`config.mk`:
```
export PLATFORM = sky130hd
export DESIGN_NAME = sys_ctrl_tx_flat
export DESIGN_NICKNAME = d
export VERILOG_FILES = /design/src/rtl/sys_ctrl_pkg.sv /design/src/rtl/sys_ctrl_tx_if.sv /design/src/rtl/sys_ctrl_tx_fifo.sv /design/src/rtl/sys_ctrl_tx.sv /design/src/flat_wrapper.sv
export SDC_FILE = /design/constraint.sdc
export NUM_CORES = 1
export LEC_CHECK = 0
export CELL_PAD_IN_SITES_DETAIL_PLACEMENT = 0
export CELL_PAD_IN_SITES_GLOBAL_PLACEMENT = 1
export CORE_UTILIZATION = 24
export DETAILED_ROUTE_END_ITERATION = 10
export PLACE_DENSITY_LB_ADDON = 0.1
export SLEW_MARGIN = 20
export SYNTH_ARGS = -nofsm -noshare
export SYNTH_HDL_FRONTEND = slang
export SYNTH_SLANG_ARGS = --single-unit
```
`constraint.sdc`:
```
create_clock -name CLK -period 3.4 [get_ports CLK]
set_input_delay 1.02 -clock CLK [delete_from_list [all_inputs] [get_ports CLK]]
set_output_delay 1.02 -clock CLK [all_outputs]
set_load 0.02 [all_outputs]
```
`src/rtl/sys_ctrl_pkg.sv`:
```
// Shared system-controller definitions: widths, state encodings, command opcodes and
// small helpers used by the Tx-side response path (and opcodes by the Rx-side controller).
package sys_ctrl_pkg;

  localparam int unsigned DATA_W     = 8;
  localparam int unsigned ALU_W      = 16;
  localparam int unsigned FIFO_DEPTH = 8;
  localparam int unsigned NB         = ALU_W / DATA_W;
  localparam int unsigned PTR_W      = $clog2(FIFO_DEPTH);
  localparam int unsigned CNT_W      = PTR_W + 1;
  localparam int unsigned IDX_W      = $clog2(NB) + 1;

  typedef enum logic [7:0] {
    CMD_RF_WR   = 8'hAA,
    CMD_RF_RD   = 8'hBB,
    CMD_ALU_OP  = 8'hCC,
    CMD_ALU_NOP = 8'hDD
  } cmd_t;

  typedef enum logic {
    P_IDLE,
    P_ALU
  } pk_state_t;

  typedef enum logic [1:0] {
    S_IDLE,
    S_REQ,
    S_START,
    S_DONE
  } tx_state_t;

  // One-byte holding slot for read data that arrives while an ALU frame is being packed
  typedef struct packed {
    logic              vld;
    logic [DATA_W-1:0] data;
  } byte_slot_t;

  function automatic logic [DATA_W-1:0] alu_byte(input logic [ALU_W-1:0] v,
                                                 input logic [IDX_W-1:0] i);
    return DATA_W'(v >> (32'(i) * DATA_W));
  endfunction

endpackage

```
`src/rtl/sys_ctrl_tx_if.sv`:
```
// Response-path bus: ALU/RegFile producers in, UART Tx handshake and status out.
interface sys_ctrl_tx_if;
  import sys_ctrl_pkg::*;

  logic [ALU_W-1:0]  ALU_OUT;
  logic              OUT_Valid;
  logic [DATA_W-1:0] RdData;
  logic              RdData_Valid;
  logic [DATA_W-1:0] TX_P_DATA;
  logic              TX_D_VLD;
  logic              TX_Busy;
  logic              Busy;
  logic              Overflow;

  modport master (
    output ALU_OUT, OUT_Valid, RdData, RdData_Valid, TX_Busy,
    input  TX_P_DATA, TX_D_VLD, Busy, Overflow
  );

  modport slave (
    input  ALU_OUT, OUT_Valid, RdData, RdData_Valid, TX_Busy,
    output TX_P_DATA, TX_D_VLD, Busy, Overflow
  );
endinterface

```
`src/rtl/sys_ctrl_tx_fifo.sv`:
```
// Synchronous byte FIFO; push and pop may coincide at any fill level, including full.
module sys_ctrl_tx_fifo
  import sys_ctrl_pkg::*;
(
  input  logic              CLK,
  input  logic              RST,
  input  logic              push,
  input  logic [DATA_W-1:0] din,
  input  logic              pop,
  output logic [DATA_W-1:0] dout_c,
  output logic [CNT_W-1:0]  count,
  output logic              empty_c
);

  logic [DATA_W-1:0] mem [FIFO_DEPTH];
  logic [PTR_W-1:0]  wr_ptr;
  logic [PTR_W-1:0]  rd_ptr;
  logic              do_push;
  logic              do_pop;

  assign do_pop  = pop && (count != '0);
  assign do_push = push && ((count != CNT_W'(FIFO_DEPTH)) || do_pop);
  assign dout_c  = mem[rd_ptr];
  assign empty_c = (count == '0);

  always_ff @(posedge CLK or negedge RST) begin
    if (!RST) begin
      wr_ptr <= '0;
      rd_ptr <= '0;
      count  <= '0;
    end else begin
      if (do_push) wr_ptr <= wr_ptr + PTR_W'(1);
      if (do_pop)  rd_ptr <= rd_ptr + PTR_W'(1);
      case ({do_push, do_pop})
        2'b10:   count <= count + CNT_W'(1);
        2'b01:   count <= count - CNT_W'(1);
        default: count <= count;
      endcase
    end
  end

  // Storage is not reset; contents are only visible through count/pointers
  always_ff @(posedge CLK) begin
    if (do_push) mem[wr_ptr] <= din;
  end

endmodule

```
`src/rtl/sys_ctrl_tx.sv`:
```
// System-controller response path: packs RegFile/ALU results into bytes, queues them
// and feeds UART Tx one byte per TX_D_VLD/TX_Busy handshake.
module sys_ctrl_tx
  import sys_ctrl_pkg::*;
(
  input  logic         CLK,
  input  logic         RST,
  sys_ctrl_tx_if.slave bus
);

  pk_state_t         pk_state, pk_next;
  tx_state_t         tx_state, tx_next;
  logic [ALU_W-1:0]  alu_lat;
  logic [IDX_W-1:0]  idx;
  byte_slot_t        pend;
  logic              overflow;
  logic              busy;
  logic              tx_vld;
  logic [DATA_W-1:0] tx_data;

  logic              push_c;
  logic [DATA_W-1:0] push_data_c;
  logic              pend_load_c;
  logic              pend_clr_c;
  logic              ovf_set_c;
  logic              pop_c;
  logic [DATA_W-1:0] fifo_dout_c;
  logic [CNT_W-1:0]  fifo_count;
  logic              fifo_empty_c;
  logic [CNT_W-1:0]  free_c;
  logic              alu_fits_c;
  logic              byte_fits_c;
  logic              alu_take_c;

  sys_ctrl_tx_fifo u_fifo (
    .CLK     (CLK),
    .RST     (RST),
    .push    (push_c),
    .din     (push_data_c),
    .pop     (pop_c),
    .dout_c  (fifo_dout_c),
    .count   (fifo_count),
    .empty_c (fifo_empty_c)
  );

  // Admission looks at this cycle's free space only; a same-cycle pop is not credited
  assign free_c      = CNT_W'(FIFO_DEPTH) - fifo_count;
  assign alu_fits_c  = (free_c >= CNT_W'(NB));
  assign byte_fits_c = (free_c != '0);
  assign alu_take_c  = (pk_state == P_IDLE) && bus.OUT_Valid && alu_fits_c;

  always_ff @(posedge CLK or negedge RST) begin
    if (!RST) pk_state <= P_IDLE;
    else      pk_state <= pk_next;
  end

  always_comb begin
    pk_next = pk_state;
    case (pk_state)
      P_IDLE:  if (alu_take_c) pk_next = P_ALU;
      P_ALU:   if (idx == IDX_W'(NB - 1)) pk_next = P_IDLE;
      default: pk_next = P_IDLE;
    endcase
  end

  // Packer actions: ALU frame wins the push; read data waits in the pending slot
  always_comb begin
    push_c      = 1'b0;
    push_data_c = '0;
    pend_load_c = 1'b0;
    pend_clr_c  = 1'b0;
    ovf_set_c   = 1'b0;
    if (pk_state == P_ALU) begin
      push_c      = 1'b1;
      push_data_c = alu_byte(alu_lat, idx);
      if (bus.OUT_Valid) ovf_set_c = 1'b1;
      if (bus.RdData_Valid) begin
        if (pend.vld) ovf_set_c   = 1'b1;
        else          pend_load_c = 1'b1;
      end
    end else if (alu_take_c) begin
      push_c      = 1'b1;
      push_data_c = bus.ALU_OUT[DATA_W-1:0];
      if (bus.RdData_Valid) begin
        if (pend.vld) ovf_set_c   = 1'b1;
        else          pend_load_c = 1'b1;
      end
    end else begin
      if (bus.OUT_Valid) ovf_set_c = 1'b1;
      if (pend.vld) begin
        pend_clr_c = 1'b1;
        if (byte_fits_c) begin
          push_c      = 1'b1;
          push_data_c = pend.data;
        end else begin
          ovf_set_c = 1'b1;
        end
        if (bus.RdData_Valid) pend_load_c = 1'b1;
      end else if (bus.RdData_Valid) begin
        if (byte_fits_c) begin
          push_c      = 1'b1;
          push_data_c = bus.RdData;
        end else begin
          ovf_set_c = 1'b1;
        end
      end
    end
  end

  always_ff @(posedge CLK or negedge RST) begin
    if (!RST) begin
      alu_lat  <= '0;
      idx      <= '0;
      pend     <= '0;
      overflow <= 1'b0;
    end else begin
      if (alu_take_c) begin
        alu_lat <= bus.ALU_OUT;
        idx     <= IDX_W'(1);
      end else if (pk_state == P_ALU) begin
        idx <= idx + IDX_W'(1);
      end
      if (pend_load_c)     pend <= '{vld: 1'b1, data: bus.RdData};
      else if (pend_clr_c) pend.vld <= 1'b0;
      if (ovf_set_c) overflow <= 1'b1;
    end
  end

  always_ff @(posedge CLK or negedge RST) begin
    if (!RST) tx_state <= S_IDLE;
    else      tx_state <= tx_next;
  end

  always_comb begin
    tx_next = tx_state;
    case (tx_state)
      S_IDLE:  if (!fifo_empty_c) tx_next = S_REQ;
      S_REQ:   if (!bus.TX_Busy)  tx_next = S_START;
      S_START: if (bus.TX_Busy)   tx_next = S_DONE;
      S_DONE:  if (!bus.TX_Busy)  tx_next = S_IDLE;
      default: tx_next = S_IDLE;
    endcase
  end

  always_comb begin
    pop_c = (tx_state == S_IDLE) && !fifo_empty_c;
  end

  // TX_D_VLD mirrors S_REQ; push_c keeps Busy continuous across the first push
  always_ff @(posedge CLK or negedge RST) begin
    if (!RST) begin
      tx_data <= '0;
      tx_vld  <= 1'b0;
      busy    <= 1'b0;
    end else begin
      if (pop_c) tx_data <= fifo_dout_c;
      tx_vld <= (tx_next == S_REQ);
      busy   <= !fifo_empty_c || (pk_state != P_IDLE) || pend.vld ||
                (tx_state != S_IDLE) || push_c;
    end
  end

  assign bus.TX_P_DATA = tx_data;
  assign bus.TX_D_VLD  = tx_vld;
  assign bus.Busy      = busy;
  assign bus.Overflow  = overflow;

endmodule

```
`src/flat_wrapper.sv`:
```
// flat-port wrapper written by rule: the top's interface ports become plain ports
module sys_ctrl_tx_flat import sys_ctrl_pkg::*;
  (CLK, RST, bus_ALU_OUT, bus_OUT_Valid, bus_RdData, bus_RdData_Valid, bus_TX_Busy, bus_TX_P_DATA, bus_TX_D_VLD, bus_Busy, bus_Overflow);
  sys_ctrl_tx_if bus_i ();
  input  logic CLK;
  input  logic RST;
  input wire logic [$bits(bus_i.ALU_OUT)-1:0] bus_ALU_OUT;
  input wire logic [$bits(bus_i.OUT_Valid)-1:0] bus_OUT_Valid;
  input wire logic [$bits(bus_i.RdData)-1:0] bus_RdData;
  input wire logic [$bits(bus_i.RdData_Valid)-1:0] bus_RdData_Valid;
  input wire logic [$bits(bus_i.TX_Busy)-1:0] bus_TX_Busy;
  output wire logic [$bits(bus_i.TX_P_DATA)-1:0] bus_TX_P_DATA;
  output wire logic [$bits(bus_i.TX_D_VLD)-1:0] bus_TX_D_VLD;
  output wire logic [$bits(bus_i.Busy)-1:0] bus_Busy;
  output wire logic [$bits(bus_i.Overflow)-1:0] bus_Overflow;
  assign bus_i.ALU_OUT = bus_ALU_OUT;
  assign bus_i.OUT_Valid = bus_OUT_Valid;
  assign bus_i.RdData = bus_RdData;
  assign bus_i.RdData_Valid = bus_RdData_Valid;
  assign bus_i.TX_Busy = bus_TX_Busy;
  assign bus_TX_P_DATA = bus_i.TX_P_DATA;
  assign bus_TX_D_VLD = bus_i.TX_D_VLD;
  assign bus_Busy = bus_i.Busy;
  assign bus_Overflow = bus_i.Overflow;
  sys_ctrl_tx u_core (.CLK(CLK), .RST(RST), .bus(bus_i));
endmodule
```
# Yosys cells after proc, flatten, opt, wreduce, memory -nomap -nowiden
# Memory sizes are Yosys's and may differ from the RTL's. A register that Yosys moved wholly into a read port is not among the register bits.
# Index checks and enable logic that the tools add are counted.
# W data, S select, Z words.
totals:
  mem_count: 1
  output_inout_bits: 11
  mem_bits_rw: 64
  reg_bits: 43
classes:
  magnitude_cmp: 1
  n_bitwise: 1
  shift: 1
  n_reduce_logical: 20
  n_eq_ne: 8
  mux: 44
  addsub: 6
memory_table:
  columns: ["name", "words", "word_bits", "read_ports", "rd_clocked_by_memory_dff", "write_ports", "line", "source"]
  rows:
  - ["u_core.u_fifo.mem", 8, 8, 1, 1, 1, "sys_ctrl_tx_fifo.sv:15", "logic [DATA_W-1:0] mem [FIFO_DEPTH];"]
op_table:
  columns: ["cell", "n"]
  rows:
  - ["$mux W8", 6]
  - ["$mux W1", 29]
  - ["$shr A16 B5 Y8", 1]
  - ["$mux W2", 6]
  - ["$eq A2 B1 Y1 const B", 4]
  - ["$pmux W2 S4", 1]
  - ["$pmux W4 S2", 1]
  - ["$reduce_bool A2 Y1", 4]
  - ["$reduce_bool A4 Y1", 2]
  - ["$add A3 B1 Y3 const B", 2]
  - ["$eq A2 B2 Y1 const B", 3]
  - ["$logic_and A1 B1 Y1", 5]
  - ["$logic_or A1 B1 Y1", 5]
  - ["$add A4 B1 Y4 const B", 1]
  - ["$ge A4 B2 Y1 const B", 1]
  - ["$logic_not A4 Y1", 1]
  - ["$ne A4 B4 Y1 const B", 1]
  - ["$sub A4 B1 Y4 const B", 1]
  - ["$sub A4 B4 Y4 const A", 1]
  - ["$add A2 B1 Y2 const B", 1]
  - ["$logic_not A1 Y1", 2]
  - ["$logic_not A2 Y1", 1]
  - ["$pmux W1 S2", 1]
  - ["$not A1 Y1", 1]

# Longest topological paths before layout
depth:
  ltp_word: 10
  mapped_depth: 15

# Modules after synthesis
# From an unflattened synthesis, not the netlist that was laid out.
hier_totals:
  hier_cells: 342
  area_unflattened_um2: 5146.2
modules_own_cells:
  columns: ["module", "cells_each", "instances", "seq_area_each_um2", "area_each_um2"]
  rows:
  - ["sys_ctrl_tx_fifo", 156, 1, 2172.1, 3135.5]
  - ["sys_ctrl_tx", 186, 1, 1026.0, 2010.7]

# Least setup slack after synthesis
# No wires, ideal clock.
synth_timing:
  kind: "register to register"
  start: "register u_core.u_fifo.count[0]"
  end: "register u_core.u_fifo.count[2]"
  path_slack_ps: 358
  t_required_ps: 3282
  path_stages_with_launch: 15
  arrival_ps: 2924
  path_buffers: 2
  path_cell_list: "dfrtp_1 > inv_1 > ha_1 > nor2b_1 > nand2b_1 > and2_1 > clkbuf_1 > clkbuf_1 > nand2_1 > fa_1 > xor2_1 > nor2_1 > a222oi_1 > a21oi_1 > a21o_1"
synth_via:
  elab_chain_cells: 10
  elab_cells_between_ends: 23
  classes_between: "add/sub (3); order compare (1); eq/ne (3); mux (6); reduce/logical (10)"
synth_lines:
  columns: ["element", "line", "source"]
  rows:
  - ["from (decl)", "sys_ctrl_tx_fifo.sv:11", "output logic [CNT_W-1:0] count,"]
  - ["from (signal assigned)", "sys_ctrl_tx_fifo.sv:35", "2'b10: count <= count + CNT_W'(1);"]
  - ["from (signal assigned)", "sys_ctrl_tx_fifo.sv:36", "2'b01: count <= count - CNT_W'(1);"]
  - ["from (signal assigned)", "sys_ctrl_tx_fifo.sv:37", "default: count <= count;"]
  - ["$sub A4 B4 Y4", "sys_ctrl_tx.sv:47", "assign free_c = CNT_W'(FIFO_DEPTH) - fifo_count;"]
  - ["$reduce_bool A4 Y1", "sys_ctrl_tx.sv:49", "assign byte_fits_c = (free_c != '0);"]
  - ["$mux W1", "sys_ctrl_tx.sv:92, sys_ctrl_tx.sv:100", null]
  - ["$mux W1", "sys_ctrl_tx.sv:99", "end else if (bus.RdData_Valid) begin"]
  - ["$mux W1", "sys_ctrl_tx.sv:90", "if (pend.vld) begin"]
  - ["$mux W1", "sys_ctrl_tx.sv:81", "end else if (alu_take_c) begin"]
  - ["$mux W1", "sys_ctrl_tx.sv:73", "if (pk_state == P_ALU) begin"]
  - ["$logic_and A1 B1 Y1", "sys_ctrl_tx_fifo.sv:22", "assign do_push = push && ((count != CNT_W'(FIFO_DEPTH)) || do_pop);"]
  - ["$eq A2 B1 Y1 or $eq A2 B2 Y1 (tied branches)", "sys_ctrl_tx_fifo.sv:34", "case ({do_push, do_pop})"]
  - ["$pmux W4 S2 or $reduce_bool A2 Y1 (tied branches)", null, null]
# Parallel ways exist; a longest one is shown, timed or not.
# A chain may end at the register's enable or synchronous reset.

# Worst setup path in the final report
# Same ends and word-level chain as after synthesis.

==> results_dict.tcl <==
set metrics [dict create \
    yosysUniqueCellTypes 48 \
    drt.antenna.violating_nets 0 \
    syn_area_um2 5160 \
    cts-root-buf "clkbuf_16" \
    finClkSkew_ns 0.00922 \
    crit_path_frequent_cell "a21oi_1" \
    irDropWorstVdd_mv 0.402 \
    slowest_stage "dfrtp_1" \
    routedWlPerCell_um 16.3 \
    cp-start-kind "register" \
    worstSetupPathType "register to register" \
    outcome "finished clean" \
    clockPowerShare_pct 24.5 \
    grt_usage_pct 11.5 \
    firstDrtPassIters 4 \
    htreeDepth 4 \
    maxCapViolCount 0 \
    clk_latency_ns 0.41 \
    drtIter0Drc 118 \
    globalRoute.totalOverflow 0 \
    setup_viol 0 \
    rows 53 \
    seq_power_share_pct 38.0 \
    synth_area_leaders "edfxtp_1, dfrtp_1, mux4_2" \
    worstPathArrival_ns 3.41 \
    comb_power_share_pct 37.5 \
    synth_area_leader_cell "edfxtp_1" \
    routed_wirelength_um 11500 \
    core_area_um2 21000 \
    viasPerCell 4.26 \
    rr_startpoint "u_core.u_fifo.count[0]$_DFFE_PN0P_" \
    yosys-top-cells-count "edfxtp_1, dfrtp_1, nor2_1, mux2i_1, a21oi_1" \
    r2r_cells 13 \
    min_path_cells 1 \
    synthArstFlopShare_pct 44.3 \
    synth_top_area_share_pct 37.3 \
    cp_top_family "compound AO/OA/AOI/OAI gates" \
    end_kind "register" \
    finalWeightedCongestion 0.715 \
    initial_core_util_pct 24.5 \
    path_depth 13 \
    area_growth_syn_to_layout_pct 27.7 \
    hold_class "register to register" \
    synth_cells 347 \
    hold_buffers 0 \
    cts_resized 0 \
    synth-edff-count 64 \
    antenna_cells 0 \
    ys_ff_latch 115 \
    hold_viol 0 \
    path_cells "inv_1 > ha_1 > or2_1 > a21oi_1 > o21ai_1 > a21oi_1 > nand2_1 > fa_1 > xor2_2 > o32ai_1 > a222oi_1 > a21oi_1 > a21o_1" \
    cpPeakStageDelay_ns 0.45 \
    cts_tree "yes" \
    placed_cells 673 \
    place_area_um2 6010 \
    grt_max_degree 52 \
    cts_inserted_buffers 17 \
    die_x_um 149 \
    drive_above_1_share_pct 26.0 \
    cts_setup_buffers 0 \
    vias 3000 \
    clk_path_buf_depth 2 \
    maxSlewViolCount 0 \
    remaining_drc_errors 0 \
    grt_pass1_vias 3224 \
    period_share_pct 91.5 \
    dieArea_um2 22100 \
    clock.fmax_mhz 321 \
    ys_seq_area_share_pct 62.0 \
    grt_pass1_wl_um 18500 \
    fin_nets 455 \
    cp_max_fo 5 \
    crit_buf_inv 1 \
    hpwl_um 7880 \
    p_switching_w 0.00243 \
    power_leakage_nw 2.52 \
    fin_tns_setup_ns 0 \
    fin_area_um2 6590 \
    clkTransAtPathRegs_ns 0.06 \
    switching_share_pct 34.7 \
    ys.flop_type "edfxtp_1" \
    cts.sinks 115 \
    avgSynthCellArea_um2 14.9 \
    crit-reg2reg-capture "u_core.u_fifo.count[2]$_DFFE_PN0P_" \
    max-slew-margin-rel_pct 34.0 \
    yosysMostFrequentCell "edfxtp_1" \
    syn_nets 385 \
    fin_cells 705 \
    cellPowerDensity_nw_per_um2 1060 \
    p_int_w 0.00458 \
    min_from "u_core.pend[6]$_DFFE_PN0P_" \
    port_buffers 39 \
    grt_antenna_before_repair 0 \
    worst_slew_pin_slew_ns 0.979 \
    synth_warnings 0 \
    min_period_ns 3.11 \
    hold_end "u_core.pend[6]$_DFFE_PN0P_" \
    io_pins 40 \
    required_ns 3.70 \
    fin_hold_ws_ns 0.506 \
    die_y_um 149 \
    regToRegSetupSlack_ns 0.29 \
    grt_setup_unrepaired "no" \
]
==> cell usage in the layout, fill, tap and decap left out, types with 4 or more instances in the layout <==
cell type	netlist	final
mux4_2	16	16
ha_1	8	8
clkdlybuf4s50_1	0	38
nand2b_1	6	6
a22oi_1	8	8
nand3_1	5	5
buf_4	0	29
mux2i_1	20	20
a22o_1	7	7
dfrtp_1	51	51
nor3_1	7	7
nor2_1	24	24
o21ai_0	10	10
inv_6	0	6
edfxtp_1	64	64
xnor2_1	4	4
inv_1	4	4
o21ai_1	4	4
clkbuf_16	0	17
mux2_2	15	15
mux2_4	11	11
a21oi_1	17	17
a21o_1	4	4
nand2_1	15	15
nor2b_1	4	4
==> kinds of logic (layout without fill, tap and decap cells) <==
| family | count (synthesis) | in the layout | share of synthesized area [%] |
|---|---|---|---|
| mux | 62 | 62 | 17.3 |
| flops | 115 | 115 | 62.0 |
| fa+ha+maj | 10 | 10 | 2.52 |
| compound gates | 59 | 59 | 7.59 |
| xor+xnor | 7 | 7 | 1.19 |
| simple gates | 73 | 73 | 7.18 |
| buf+inv | 21 | 104 | 2.18 |
==> layout make-up <==
class                           count  area [um^2]
Multi-Input combinational cell    211         1860
Sequential cell                   115         3200
Clock buffer                       17          425
Timing Repair Buffer               68          603
Tap cell                          275          344
Clock inverter                     15          146
Inverter                            4         15.0
Fill cell                        2096        14400
==> through the flow <==
step	utilization, %	power (W)	setup WS (ns)
floorplan	-	0.00443	0.358
global placement	28.6	0.00531	-0.116
detailed placement	28.6	0.00537	-0.119
CTS	31.3	0.00712	0.270
global route	31.3	0.00747	0.0153
finish	31.3	0.00700	0.289
==> worst max path at each step <==
stage / start / end / slack, ns
3_3_place_gp: bus_RdData_Valid / u_core.u_fifo.count[2]$_DFFE_PN0P_ / -0.12
5_1_grt: u_core.u_fifo.count[0]$_DFFE_PN0P_ / u_core.u_fifo.count[3]$_DFFE_PN0P_ / 0.02
3_5_place_dp: bus_RdData_Valid / u_core.u_fifo.count[2]$_DFFE_PN0P_ / -0.12
2_1_floorplan: u_core.u_fifo.count[0]$_DFFE_PN0P_ / u_core.u_fifo.count[2]$_DFFE_PN0P_ / 0.36
6_report: u_core.u_fifo.count[0]$_DFFE_PN0P_ / u_core.u_fifo.count[2]$_DFFE_PN0P_ / 0.29
4_1_cts: u_core.u_fifo.count[0]$_DFFE_PN0P_ / u_core.u_fifo.count[2]$_DFFE_PN0P_ / 0.27
==> metal layers <==
layer / vias up / track usage, % / share of wire [%]
met1: 1461 / 15.8 / 50
met3: 14 / 2.70 / 3.3
met5: - / 0 / 0
li1: 1465 / - / -
met4: 0 / 5.10 / 1.9
met2: 60 / 17.3 / 44
==> sequential cells by signal, indices dropped and copies added, names as in the netlist <==
| name | count |
|---|---|
| u_core.alu_lat | 16 |
| u_core.u_fifo.rd_ptr | 3 |
| u_core.u_fifo.wr_ptr | 3 |
| u_core.bus.Overflow | 1 |
| u_core.u_fifo.mem | 64 |
| u_core.bus.TX_D_VLD | 1 |
| u_core.bus.TX_P_DATA | 8 |
| u_core.idx | 2 |
| u_core.pk_state | 1 |
| u_core.pend | 9 |
| u_core.bus.Busy | 1 |
| u_core.tx_state | 2 |
| u_core.u_fifo.count | 4 |
==> power groups by stage <==
stage	combinational [W]	sequential, W	clock, W
6_report	0.00263	0.00266	0.00171
5_1_grt	0.00290	0.00275	0.00183
4_1_cts	0.00267	0.00268	0.00177
3_5_place_dp	0.00266	0.00270	0
3_3_place_gp	0.00263	0.00269	0
2_1_floorplan	0.00185	0.00258	0
(Power assumes the default switching activity.)
